File: src/rtl/lifo_pkg.sv
// Shared codes and FSM state type for the LIFO stack host.
package lifo_pkg;

  localparam int unsigned STACK_DEPTH = 8;

  typedef enum logic [1:0] {
    OP_PUSH  = 2'b00,
    OP_POP   = 2'b01,
    OP_DRAIN = 2'b10,
    OP_CLEAR = 2'b11
  } op_e;

  typedef enum logic [1:0] {
    STAT_OK      = 2'b00,
    STAT_INVALID = 2'b01,
    STAT_EMPTY   = 2'b10
  } status_e;

  typedef enum logic [2:0] {
    S_IDLE,
    S_SETUP,
    S_PULSE,
    S_HOLD,
    S_SAMPLE,
    S_RESP,
    S_CLR
  } state_e;

endpackage

File: src/rtl/lifo_host_timer.sv
// Loadable 4-bit down-counter; done is high while the count sits at zero.
module lifo_host_timer (
  input  logic       clk,
  input  logic       rst,
  input  logic       load_i,
  input  logic [3:0] load_val_i,
  output logic       done_o
);

  logic [3:0] cnt_q, cnt_d;

  // Load takes priority; otherwise count down and stop at zero.
  always_comb begin
    cnt_d = cnt_q;
    if (load_i)
      cnt_d = load_val_i;
    else if (cnt_q != '0)
      cnt_d = cnt_q - 4'd1;
  end

  // Counter register.
  always_ff @(posedge clk or posedge rst) begin
    if (rst) cnt_q <= '0;
    else     cnt_q <= cnt_d;
  end

  assign done_o = (cnt_q == '0);

endmodule

File: src/rtl/lifo_host.sv
// Command/response host that sequences an external stack through
// setup / enable-pulse / hold / sample phases.
module lifo_host
  import lifo_pkg::*;
#(
  parameter int unsigned SETUP_CYC = 1,
  parameter int unsigned PULSE_CYC = 2,
  parameter int unsigned HOLD_CYC  = 1
) (
  input  logic       clk,
  input  logic       rst,
  input  logic       cmd_valid,
  output logic       cmd_ready,
  input  logic [1:0] cmd_op,
  input  logic [3:0] cmd_data,
  output logic       rsp_valid,
  input  logic       rsp_ready,
  output logic [3:0] rsp_data,
  output logic [1:0] rsp_status,
  output logic       rsp_last,
  output logic       stk_rst,
  output logic       stk_enable,
  output logic       stk_push,
  output logic       stk_pop,
  output logic [3:0] stk_data_in,
  input  logic [3:0] stk_data_out,
  input  logic       stk_empty,
  input  logic       stk_full,
  input  logic       stk_invalid
);

  localparam logic [3:0] SETUP_LD = 4'(SETUP_CYC - 1);
  localparam logic [3:0] PULSE_LD = 4'(PULSE_CYC - 1);
  localparam logic [3:0] HOLD_LD  = 4'(HOLD_CYC - 1);

  state_e     state_q, state_d;
  op_e        op_q, op_d;
  logic       push_q, push_d, pop_q, pop_d;
  logic [3:0] din_q, din_d;
  logic       en_q, en_d, clr_q, clr_d;
  logic       rv_q, rv_d, last_q, last_d;
  logic [3:0] rdata_q, rdata_d;
  status_e    rstat_q, rstat_d;
  logic       tmr_load, tmr_done;
  logic [3:0] tmr_val;
  logic       unused_full;

  assign unused_full = stk_full;

  lifo_host_timer u_timer (
    .clk        (clk),
    .rst        (rst),
    .load_i     (tmr_load),
    .load_val_i (tmr_val),
    .done_o     (tmr_done)
  );

  // Next-state, phase timer loads and registered-output next values.
  always_comb begin
    state_d  = state_q;
    op_d     = op_q;
    push_d   = push_q;
    pop_d    = pop_q;
    din_d    = din_q;
    rv_d     = rv_q;
    last_d   = last_q;
    rdata_d  = rdata_q;
    rstat_d  = rstat_q;
    tmr_load = 1'b0;
    tmr_val  = '0;
    case (state_q)
      S_IDLE: begin
        if (cmd_valid) begin
          op_d = op_e'(cmd_op);
          case (op_e'(cmd_op))
            OP_PUSH: begin
              push_d   = 1'b1;
              pop_d    = 1'b0;
              din_d    = cmd_data;
              state_d  = S_SETUP;
              tmr_load = 1'b1;
              tmr_val  = SETUP_LD;
            end
            OP_POP: begin
              push_d   = 1'b0;
              pop_d    = 1'b1;
              state_d  = S_SETUP;
              tmr_load = 1'b1;
              tmr_val  = SETUP_LD;
            end
            OP_DRAIN: begin
              if (stk_empty) begin
                rv_d    = 1'b1;
                rstat_d = STAT_EMPTY;
                rdata_d = '0;
                last_d  = 1'b1;
                state_d = S_RESP;
              end else begin
                push_d   = 1'b0;
                pop_d    = 1'b1;
                state_d  = S_SETUP;
                tmr_load = 1'b1;
                tmr_val  = SETUP_LD;
              end
            end
            default: begin
              state_d  = S_CLR;
              tmr_load = 1'b1;
              tmr_val  = PULSE_LD;
            end
          endcase
        end
      end
      S_SETUP: begin
        if (tmr_done) begin
          state_d  = S_PULSE;
          tmr_load = 1'b1;
          tmr_val  = PULSE_LD;
        end
      end
      S_PULSE: begin
        if (tmr_done) begin
          state_d  = S_HOLD;
          tmr_load = 1'b1;
          tmr_val  = HOLD_LD;
        end
      end
      S_HOLD: begin
        if (tmr_done) state_d = S_SAMPLE;
      end
      S_SAMPLE: begin
        state_d = S_RESP;
        rv_d    = 1'b1;
        push_d  = 1'b0;
        pop_d   = 1'b0;
        if (stk_invalid) begin
          rstat_d = STAT_INVALID;
          rdata_d = '0;
          last_d  = 1'b1;
        end else begin
          rstat_d = STAT_OK;
          rdata_d = (op_q == OP_PUSH) ? 4'd0 : stk_data_out;
          last_d  = (op_q == OP_DRAIN) ? stk_empty : 1'b1;
        end
      end
      S_RESP: begin
        if (rsp_ready) begin
          rv_d    = 1'b0;
          rdata_d = '0;
          rstat_d = STAT_OK;
          last_d  = 1'b0;
          // A drain keeps popping until a response was marked last.
          if (op_q == OP_DRAIN && !last_q) begin
            pop_d    = 1'b1;
            state_d  = S_SETUP;
            tmr_load = 1'b1;
            tmr_val  = SETUP_LD;
          end else begin
            state_d = S_IDLE;
          end
        end
      end
      S_CLR: begin
        if (tmr_done) begin
          state_d = S_RESP;
          rv_d    = 1'b1;
          rstat_d = STAT_OK;
          rdata_d = '0;
          last_d  = 1'b1;
        end
      end
      default: state_d = S_IDLE;
    endcase
    en_d  = (state_d == S_PULSE);
    clr_d = (state_d == S_CLR);
  end

  // State and registered-output flops; reset aborts any command in flight.
  always_ff @(posedge clk or posedge rst) begin
    if (rst) begin
      state_q <= S_IDLE;
      op_q    <= OP_PUSH;
      push_q  <= 1'b0;
      pop_q   <= 1'b0;
      din_q   <= '0;
      en_q    <= 1'b0;
      clr_q   <= 1'b0;
      rv_q    <= 1'b0;
      last_q  <= 1'b0;
      rdata_q <= '0;
      rstat_q <= STAT_OK;
    end else begin
      state_q <= state_d;
      op_q    <= op_d;
      push_q  <= push_d;
      pop_q   <= pop_d;
      din_q   <= din_d;
      en_q    <= en_d;
      clr_q   <= clr_d;
      rv_q    <= rv_d;
      last_q  <= last_d;
      rdata_q <= rdata_d;
      rstat_q <= rstat_d;
    end
  end

  assign cmd_ready   = (state_q == S_IDLE) && !rst;
  assign stk_rst     = rst | clr_q;
  assign stk_enable  = en_q;
  assign stk_push    = push_q;
  assign stk_pop     = pop_q;
  assign stk_data_in = din_q;
  assign rsp_valid   = rv_q;
  assign rsp_data    = rdata_q;
  assign rsp_status  = rstat_q;
  assign rsp_last    = last_q;

endmodule

File: config.mk
export PLATFORM = sky130hd
export DESIGN_NAME = lifo_host
export DESIGN_NICKNAME = d
export VERILOG_FILES = /design/src/rtl/lifo_pkg.sv /design/src/rtl/lifo_host_timer.sv /design/src/rtl/lifo_host.sv
export SDC_FILE = /design/constraint.sdc
export NUM_CORES = 1
export LEC_CHECK = 0
export ABC_AREA = 1
export CORE_MARGIN = 4
export CORE_UTILIZATION = 27
export CTS_BUF_LIST = sky130_fd_sc_hd__clkbuf_16
export CTS_CLUSTER_SIZE = 10
export DETAILED_ROUTE_END_ITERATION = 7
export HOLD_SLACK_MARGIN = 0.05
export MAX_ROUTING_LAYER = met4
export PLACE_DENSITY = 0.45
export SLEW_MARGIN = 15
export SYNTH_ARGS = -nofsm -noshare
export SYNTH_HDL_FRONTEND = slang
export SYNTH_SLANG_ARGS = --single-unit
File: constraint.sdc
create_clock -name clk -period 4.43 [get_ports clk]
set_input_delay 0.886 -clock clk [delete_from_list [all_inputs] [get_ports clk]]
set_output_delay 0.886 -clock clk [all_outputs]
set_load 0.05 [all_outputs]
# Word-level counts from Yosys, hierarchy flattened
# Index checks and enable logic that the tools add are counted.
# totals
reg_bits	25
in_bits	17
output_inout_bits	17
wordCells	111
# classes
addsub	1
eq_ne	19
muxes	57
bitwise	1
n_reduce_logical	21
# ops
cell	n
$mux W4	9
$mux W1	24
$mux W3	7
$pmux W3 S7	1
$pmux W4 S4	1
$eq A3 B3 Y1 const B	4
$pmux W1 S3	4
$reduce_and A6 Y1	2
$mux W2	5
$ne A2 B2 Y1 const B	5
$eq A3 B2 Y1 const B	3
$pmux W1 S4	2
$pmux W2 S4	1
$reduce_bool A4 Y1	2
$pmux W3 S2	1
$eq A2 B2 Y1 const B	2
$logic_not A2 Y1	2
$logic_not A4 Y1	1
$ne A4 B1 Y1 const B	1
$pmux W1 S2	2
$reduce_and A4 Y1	1
$reduce_bool A2 Y1	2
$reduce_or A2 Y1	2
$sub A4 B1 Y4 const B	1
other kinds (12)	14

# Longest topological paths before layout
# Gate-level depths: netlist of the first run.
# depth
ltp_word	6
mapped_depth	9
ltp_nobuf	9

# Hierarchy
# Synthesis of the first run repeated with hierarchy kept, for this count alone.
# hier_totals
hier_cells	199
area_unflattened_um2	1487.7
# by_module_without_submodules
module	n_inst	cells_per_inst	area_per_inst_um2	seq_area_each_um2
lifo_host	1	161	1228.7	525.5
lifo_host_timer	1	38	259.0	100.1

# Least setup slack after synthesis of the first run
# OpenSTA, ideal clock, no wires.
# synth_timing
kind	input port to output port
from	in rst
to	out cmd_ready
arrival_ps	1540
t_required_ps	3544
setup_slack_ps	2004
cell_stages	1
n_path_buf	0
path_cell_list	nor2_1
# synth_between
elab_chain_cells	2
# synth_rtl
element	line_no	rtl
from (decl)	lifo_host.sv:11	input logic rst,
$logic_not A1 Y1 (no line)	-	
$logic_and A1 B1 Y1	lifo_host.sv:207	assign cmd_ready = (state_q == S_IDLE) && !rst;
to (decl)	lifo_host.sv:13	output logic cmd_ready,
# No other way between the ends.

# Worst setup path in the final report of the first run
# layout_timing
from	in rst
to	out stk_rst
# layout_between
elab_chain_cells	1
# layout_rtl
element	line_no	rtl
$or A1 B1 Y1	lifo_host.sv:208	assign stk_rst = rst | clr_q;
to (decl)	lifo_host.sv:21	output logic stk_rst,
# No other way between the ends.

==> results of run 1 <==
state kept, by name, summed over array words and instances, names as in the netlist:
name / count
op_q: 2
stk_enable: 1
clr_q: 1
stk_data_in: 4
u_timer.cnt_q: 4
rsp_data: 4
state_q: 3
stk_pop: 1
stk_push: 1
rsp_status: 2
rsp_last: 1
rsp_valid: 1
per-stage QoR:
step	cell area (µm²)	setup slack, ps	total power (µW)	hold WS (ps)
final	1931	1224	1513	473.0
after detailed placement	1847	1224	1312	458.9
after global routing	1931	1178	1652	491.6
after global placement	1847	1226	1314	454.6
after floorplan	1458	2004	1069	502.8
after CTS	1931	1221	1531	478.2
cells by family (layout without fill, tap and decap cells):
group	Yosys count	in the layout
flops	25	25
compound gates	14	14
simple gates	121	121
xor+xnor	2	2
fa+ha+maj	5	5
buf+inv	24	58
worst register-to-register path, cell delays in order, from the launching register on:
cell	delay, ps
dfrtp_1	540
nor2_4	270
nand2_4	100
nor2_4	210
nand2_1	90
nand3_1	220
nand2_1	70
o21ai_1	80
inv_1	50
cell type report:
cell class | instances | area (µm²) | share of cell area
clock buffers | 3 | 75.07 | 0.03889
well taps | 70 | 87.58 | 0.04537
repair buffers | 32 | 320.3 | 0.1659
inverters | 22 | 82.58 | 0.04277
clock inverters | 1 | 8.758 | 0.004537
flip-flops and latches | 25 | 625.6 | 0.3240
multi-input cells | 142 | 730.7 | 0.3785
power groups by stage:
stage | combinational (µW) | clock [µW] | sequential [µW]
final | 884 | 215 | 415
after global routing | 991 | 233 | 428
after CTS | 895 | 220 | 416
after detailed placement | 893 | 0 | 419
after global placement | 896 | 0 | 418
after floorplan | 460 | 0 | 609
layer usage:
metal  share of wire  global-route usage  up-vias
met5               0                   -        -
met4           0.018             0.05236        0
met3           0.036             0.02083        5
met2            0.44              0.1645       19
met1            0.51              0.1682      539
li1                -                   -      673
worst paths after layout:
kind / startpoint / end / cells after the start
min: rsp_data[2] / rsp_data[2] / 2
max reg2reg: state_q[0] / u_timer.cnt_q[0] / 8
max in group asynchronous: rst / u_timer.cnt_q[3] / 2
max: rst / stk_rst / 3
min in group asynchronous: rst / rsp_valid / 2
min reg2reg: rsp_data[2] / rsp_data[2] / 2
cells in the final DEF (no fill, tap or decap), drive strengths merged:
cell type      instances
nor2                  27
nand3                 17
xor2                   2
inv                   22
o21ai                  9
or2                    4
dfrtp                 25
nand4                  6
clkdlybuf4s50         32
nand2                 64
nand3b                 1
clkinv                 1
ha                     5
a21oi                  4
o21a                   1
nor3                   2
clkbuf                 3
==> flow_summary_export.csv, run 1 <==
group,metric,value,unit
outcome,status,"complete, no violations",
setup_path,cp_common_cell,"clkdlybuf4s50_1",
synth,netlist_instances,191,
timing,finalHoldViolations,0,
clock_network,clk_latency,270,ps
global_routing,track_usage,0.1189,
synth,netlist.area_leader.share,0.4292,
run,max-cap-violations,0,
route,wl_per_cell,11.32,µm
clock_network,htree_levels,1,
synth,yosys-top-cells-area,"dfrtp_1, nand2_1, nor2_1, nand3_1, inv_1",
finish,n_antenna_cell,0,
synth,syn-cell-area,0.001458,mm²
clock_network,cts_tree,"done",
setup_path,critPathKind,"in -> out",
synth,synth-xor-area-share,0.01202,
synth,yosysWarningCount,0,
power_and_ir_drop,p_comb_frac,0.584,
route,viasPerCell,4.190,
finish,syn_to_final_growth,32.45,%
synth,syn_nets,213,
die,initial_core_util,0.2818,
place,dp_hpwl,2.614,mm
power_and_ir_drop,clockPowerShare,0.142,
route,drtIter0Drc,28,
power_and_ir_drop,ir_worst_vdd,0.2722,mV
synth,ys_seq_elements,25,
power_and_ir_drop,powerDensity,783.9,mW/mm²
synth,synthMostInstantiatedCell,"nand2_1",
synth,synth.area.mux_share,0,
die,core-area,0.005172,mm²
timing,layout_min_cycle_time,3206,ps
timing,max_slew_margin,0.3809,
place,gp_congestion,0.7764,
synth,syn_avg_cell_area,7.632,µm²
power_and_ir_drop,p_sw_frac,0.5027,
die,num_rows,26,
synth,synth_compound_area_frac,0.05751,
synth,async_flop_share,1.000,
setup_path,critPathBufInv,2,
synth,synth_top_area_cell,"dfrtp_1",
setup_path,critPathCaptureType,"primary output",
setup_path,max_stage_delay,700,ps
setup_path,cp_data_required_time,3540,ps
timing,clock_skew,9.060,ps
setup_path,cp.arrival,2320,ps
synth,synth_ff_type,"dfrtp_1",
synth,yosys.area_share.simple,0.3888,
synth,ys_types,25,
clock_network,cts_setup_buffers,0,
synth,synth_top_family_by_area,"simple AND/OR/NAND/NOR gates",
clock_network,clock_path_buffers,2,
timing,slew_viol_final,0,
finish,nFillCells,560,
setup_path,crit_chain,"clkdlybuf4s50_1 > or2_2 > clkdlybuf4s50_1",
global_routing,grt_max_degree,26,
power_and_ir_drop,leakage,0.0009204,µW
die,fp.dieW,81.48,µm
timing,fin_crit_sh,0.7237,
clock_network,cts_resized,0,
global_routing,gr-total-overflow,0,
clock_network,clkTransAtPathRegs,70,ps
route,drtAntennaViolNets,0,
place,portBuffers,32,
global_routing,grt_pass1_wl,5.837,mm
hold_path,hold_class,"reg -> reg",
power_and_ir_drop,switching_power,760.8,µW
place,dp_cells,291,
setup_path,crit_path_start_kind,"primary input",
global_routing,antenna_found_initial,0,
setup_path,critPathTopFamily,"buffers and inverters",
timing,setup_viol,0,
route,drc,0,
finish,layout.nets,248,
route,first_pass_iters,4,
route,vias,1236,
power_and_ir_drop,power_frac_seq,0.274,
synth,synth-edff-count,0,
global_routing,grt_pass1_vias,1207,
synth,synth_seq_area_share,0.4292,
finish,final_core_util,0.3732,
die,ios,34,
setup_path,slowest_stage,"clkdlybuf4s50_1",
finish,drive_gt1_frac,0.1022,
timing,grt_setup_unrepaired,"no",
finish,instances_no_fill,295,
synth,synth_adder_area_share,0.04292,
timing,tightestPinTransition,922.9,ps
timing,setup_tns,0,ps
clock_network,cts_made_buffers,3,
power_and_ir_drop,p_int,752.7,µW
route,drt-total-wl,3.340,mm
synth,synthTopCellsByCount,"nand2_1, dfrtp_1, nor2_1",
setup_path,r2r_slack,2690,ps
die,dieArea,0.006638,mm²
die,die_h,81.48,µm
setup_path,crit_fanout,3,
timing,fmax,0.3119,GHz
clock_network,postCtsHoldBufs,0,
clock_network,cts_root_buf,"clkbuf_16",
clock_network,clock-sinks,25,
Note: power is estimated with default switching activity, not from simulation.
==> run 2: changes to the inputs <==
==> constraint.sdc (replaced) <==
create_clock -name clk -period 3 [get_ports clk]
set_input_delay 0.6 -clock clk [delete_from_list [all_inputs] [get_ports clk]]
set_output_delay 0.6 -clock clk [all_outputs]
set_load 0.05 [all_outputs]
==> flow_summary_export.csv, run 2 (synthesis results as in run 1) <==
group,metric,value,unit
global_routing,grt_max_degree,26,
clock_network,cts_made_buffers,3,
timing,fmax,0.3770,GHz
timing,max_slew_margin,0.6522,
clock_network,postCtsHoldBufs,0,
clock_network,clkTransAtPathRegs,60,ps
setup_path,crit_path_start_kind,"register",
die,fp.dieW,81.48,µm
route,drc,0,
global_routing,track_usage,0.1196,
setup_path,r2r_slack,1290,ps
timing,clock_skew,2.219,ps
hold_path,hold_class,"reg -> reg",
die,num_rows,26,
die,ios,34,
clock_network,cts_tree,"done",
timing,layout_min_cycle_time,2653,ps
finish,multiInputGateArea,730.7,µm²
setup_path,critPathCaptureType,"primary output",
route,drt-total-wl,3.370,mm
clock_network,cts_setup_buffers,0,
finish,instances_no_fill,296,
setup_path,r2r_end,"u_timer.cnt_q[0]",
timing,fin_crit_sh,0.8842,
run,max-cap-violations,0,
finish,layout.nets,249,
place,dp_cells,292,
clock_network,cts_resized,0,
hold_path,hold_end,"stk_data_in[3]",
timing,tightestPinTransition,517.8,ps
setup_path,crit_fanout,11,
power_and_ir_drop,powerDensity,1146,mW/mm²
route,vias,1255,
power_and_ir_drop,ir_worst_vdd,0.3720,mV
route,drtIter0Drc,47,
finish,final_common_cell,"nand2_1",
die,core-area,0.005172,mm²
finish,seq_area,625.6,µm²
clock_network,cts_root_buf,"clkbuf_16",
place,gp_congestion,0.7898,
finish,syn_to_final_growth,32.70,%
setup_path,critPathKind,"reg -> out",
clock_network,htree_levels,1,
place,portBuffers,32,
setup_path,cp.arrival,2050,ps
power_and_ir_drop,p_total,2217,µW
timing,finalHoldViolations,0,
die,dieArea,0.006638,mm²
hold_path,worst_hold_path.num_cells,2,
place,dp_hpwl,2.614,mm
global_routing,gr-total-overflow,0,
finish,drive_gt1_frac,0.1062,
route,drtAntennaViolNets,0,
timing,timing.hold.ws,469.2,ps
timing,setup_tns,0,ps
die,die_h,81.48,µm
global_routing,grt_pass1_vias,1187,
setup_path,timing.rr.start,"state_q[0]",
route,first_pass_iters,4,
power_and_ir_drop,leakage,0.0009283,µW
clock_network,clock-sinks,25,
finish,final_core_util,0.3740,
global_routing,grt_pass1_wl,5.775,mm
finish,final_cell_mix,"nand2_1, clkdlybuf4s50_1, dfrtp_1",
hold_path,hp-start,"stk_data_in[3]",
global_routing,antenna_found_initial,0,
timing,grt_setup_unrepaired,"no",
clock_network,clk_latency,260,ps
outcome,status,"complete, no violations",
setup_path,cp_data_required_time,2400,ps
die,initial_core_util,0.2818,
route,wl_per_cell,11.39,µm
finish,nFillCells,572,
timing,slew_viol_final,0,
timing,setup_viol,0,
finish,n_antenna_cell,0,
route,viasPerCell,4.240,
clock_network,clock_path_buffers,2,
setup_path,worst_r2r_path_depth,8,
-- run 2: layout make-up --
class / instances / share of cell area
Clock buffer: 3 / 0.03881
Clock inverter: 1 / 0.002587
Inverter: 22 / 0.04269
Multi-Input combinational cell: 142 / 0.3777
Sequential cell: 25 / 0.3234
Tap cell: 70 / 0.04528
Timing Repair Buffer: 33 / 0.1695
-- run 2: critical path, cell delays in order, from the launching register on --
cell and delay [ps]:
dfrtp_1 540, nor2_4 260, nand2_4 100, nor2_1 90
clkdlybuf4s50_1 800
-- run 2: stage by stage --
| step | instance area, µm² | worst slack (ps) |
|---|---|---|
| after floorplan | 1458 | 1038 |
| after global placement | 1854 | 368.3 |
| after detailed placement | 1854 | 362.5 |
| after CTS | 1934 | 337.9 |
| after global routing | 1934 | 252.7 |
| final | 1934 | 347.3 |
-- run 2: how the worst max path moves through the flow --
stage / end / slack (ps) / startpoint / depth (start not counted)
6_report: cmd_ready / 350 / state_q[0] / 4
5_1_grt: cmd_ready / 250 / state_q[0] / 4
4_1_cts: cmd_ready / 340 / state_q[0] / 4
3_5_place_dp: stk_rst / 360 / rst / 3
3_3_place_gp: stk_rst / 370 / rst / 3
2_1_floorplan: cmd_ready / 1040 / state_q[1] / 3
-- run 2: routing by layer --
metal,track usage,wire length (µm),up-vias
li1,-,-,678
met1,0.1589,1688,559
met2,0.1792,1533,16
met3,0.02741,101,2
met4,0.04054,46,0
met5,-,0,-
-- run 2: report_power, final --
part,internal (µW),total [µW],switching (µW)
sequential,490,611,121
combinational,438,1310,867
clock,180,300,121
total,1110,2220,1110
==> run 3: changes to the inputs <==
--- a/config.mk
+++ b/config.mk
@@ -6,11 +6,13 @@
 export NUM_CORES = 1
 export LEC_CHECK = 0
 export ABC_AREA = 1
+export CAP_MARGIN = 20
 export CORE_MARGIN = 4
 export CORE_UTILIZATION = 27
 export CTS_BUF_LIST = sky130_fd_sc_hd__clkbuf_16
 export CTS_CLUSTER_SIZE = 10
 export DETAILED_ROUTE_END_ITERATION = 7
+export GPL_ROUTABILITY_DRIVEN = 0
 export HOLD_SLACK_MARGIN = 0.05
 export MAX_ROUTING_LAYER = met4
 export PLACE_DENSITY = 0.45
==> results of run 3 <==
The final DEF is identical to that of run 2; final timing and power are the same.
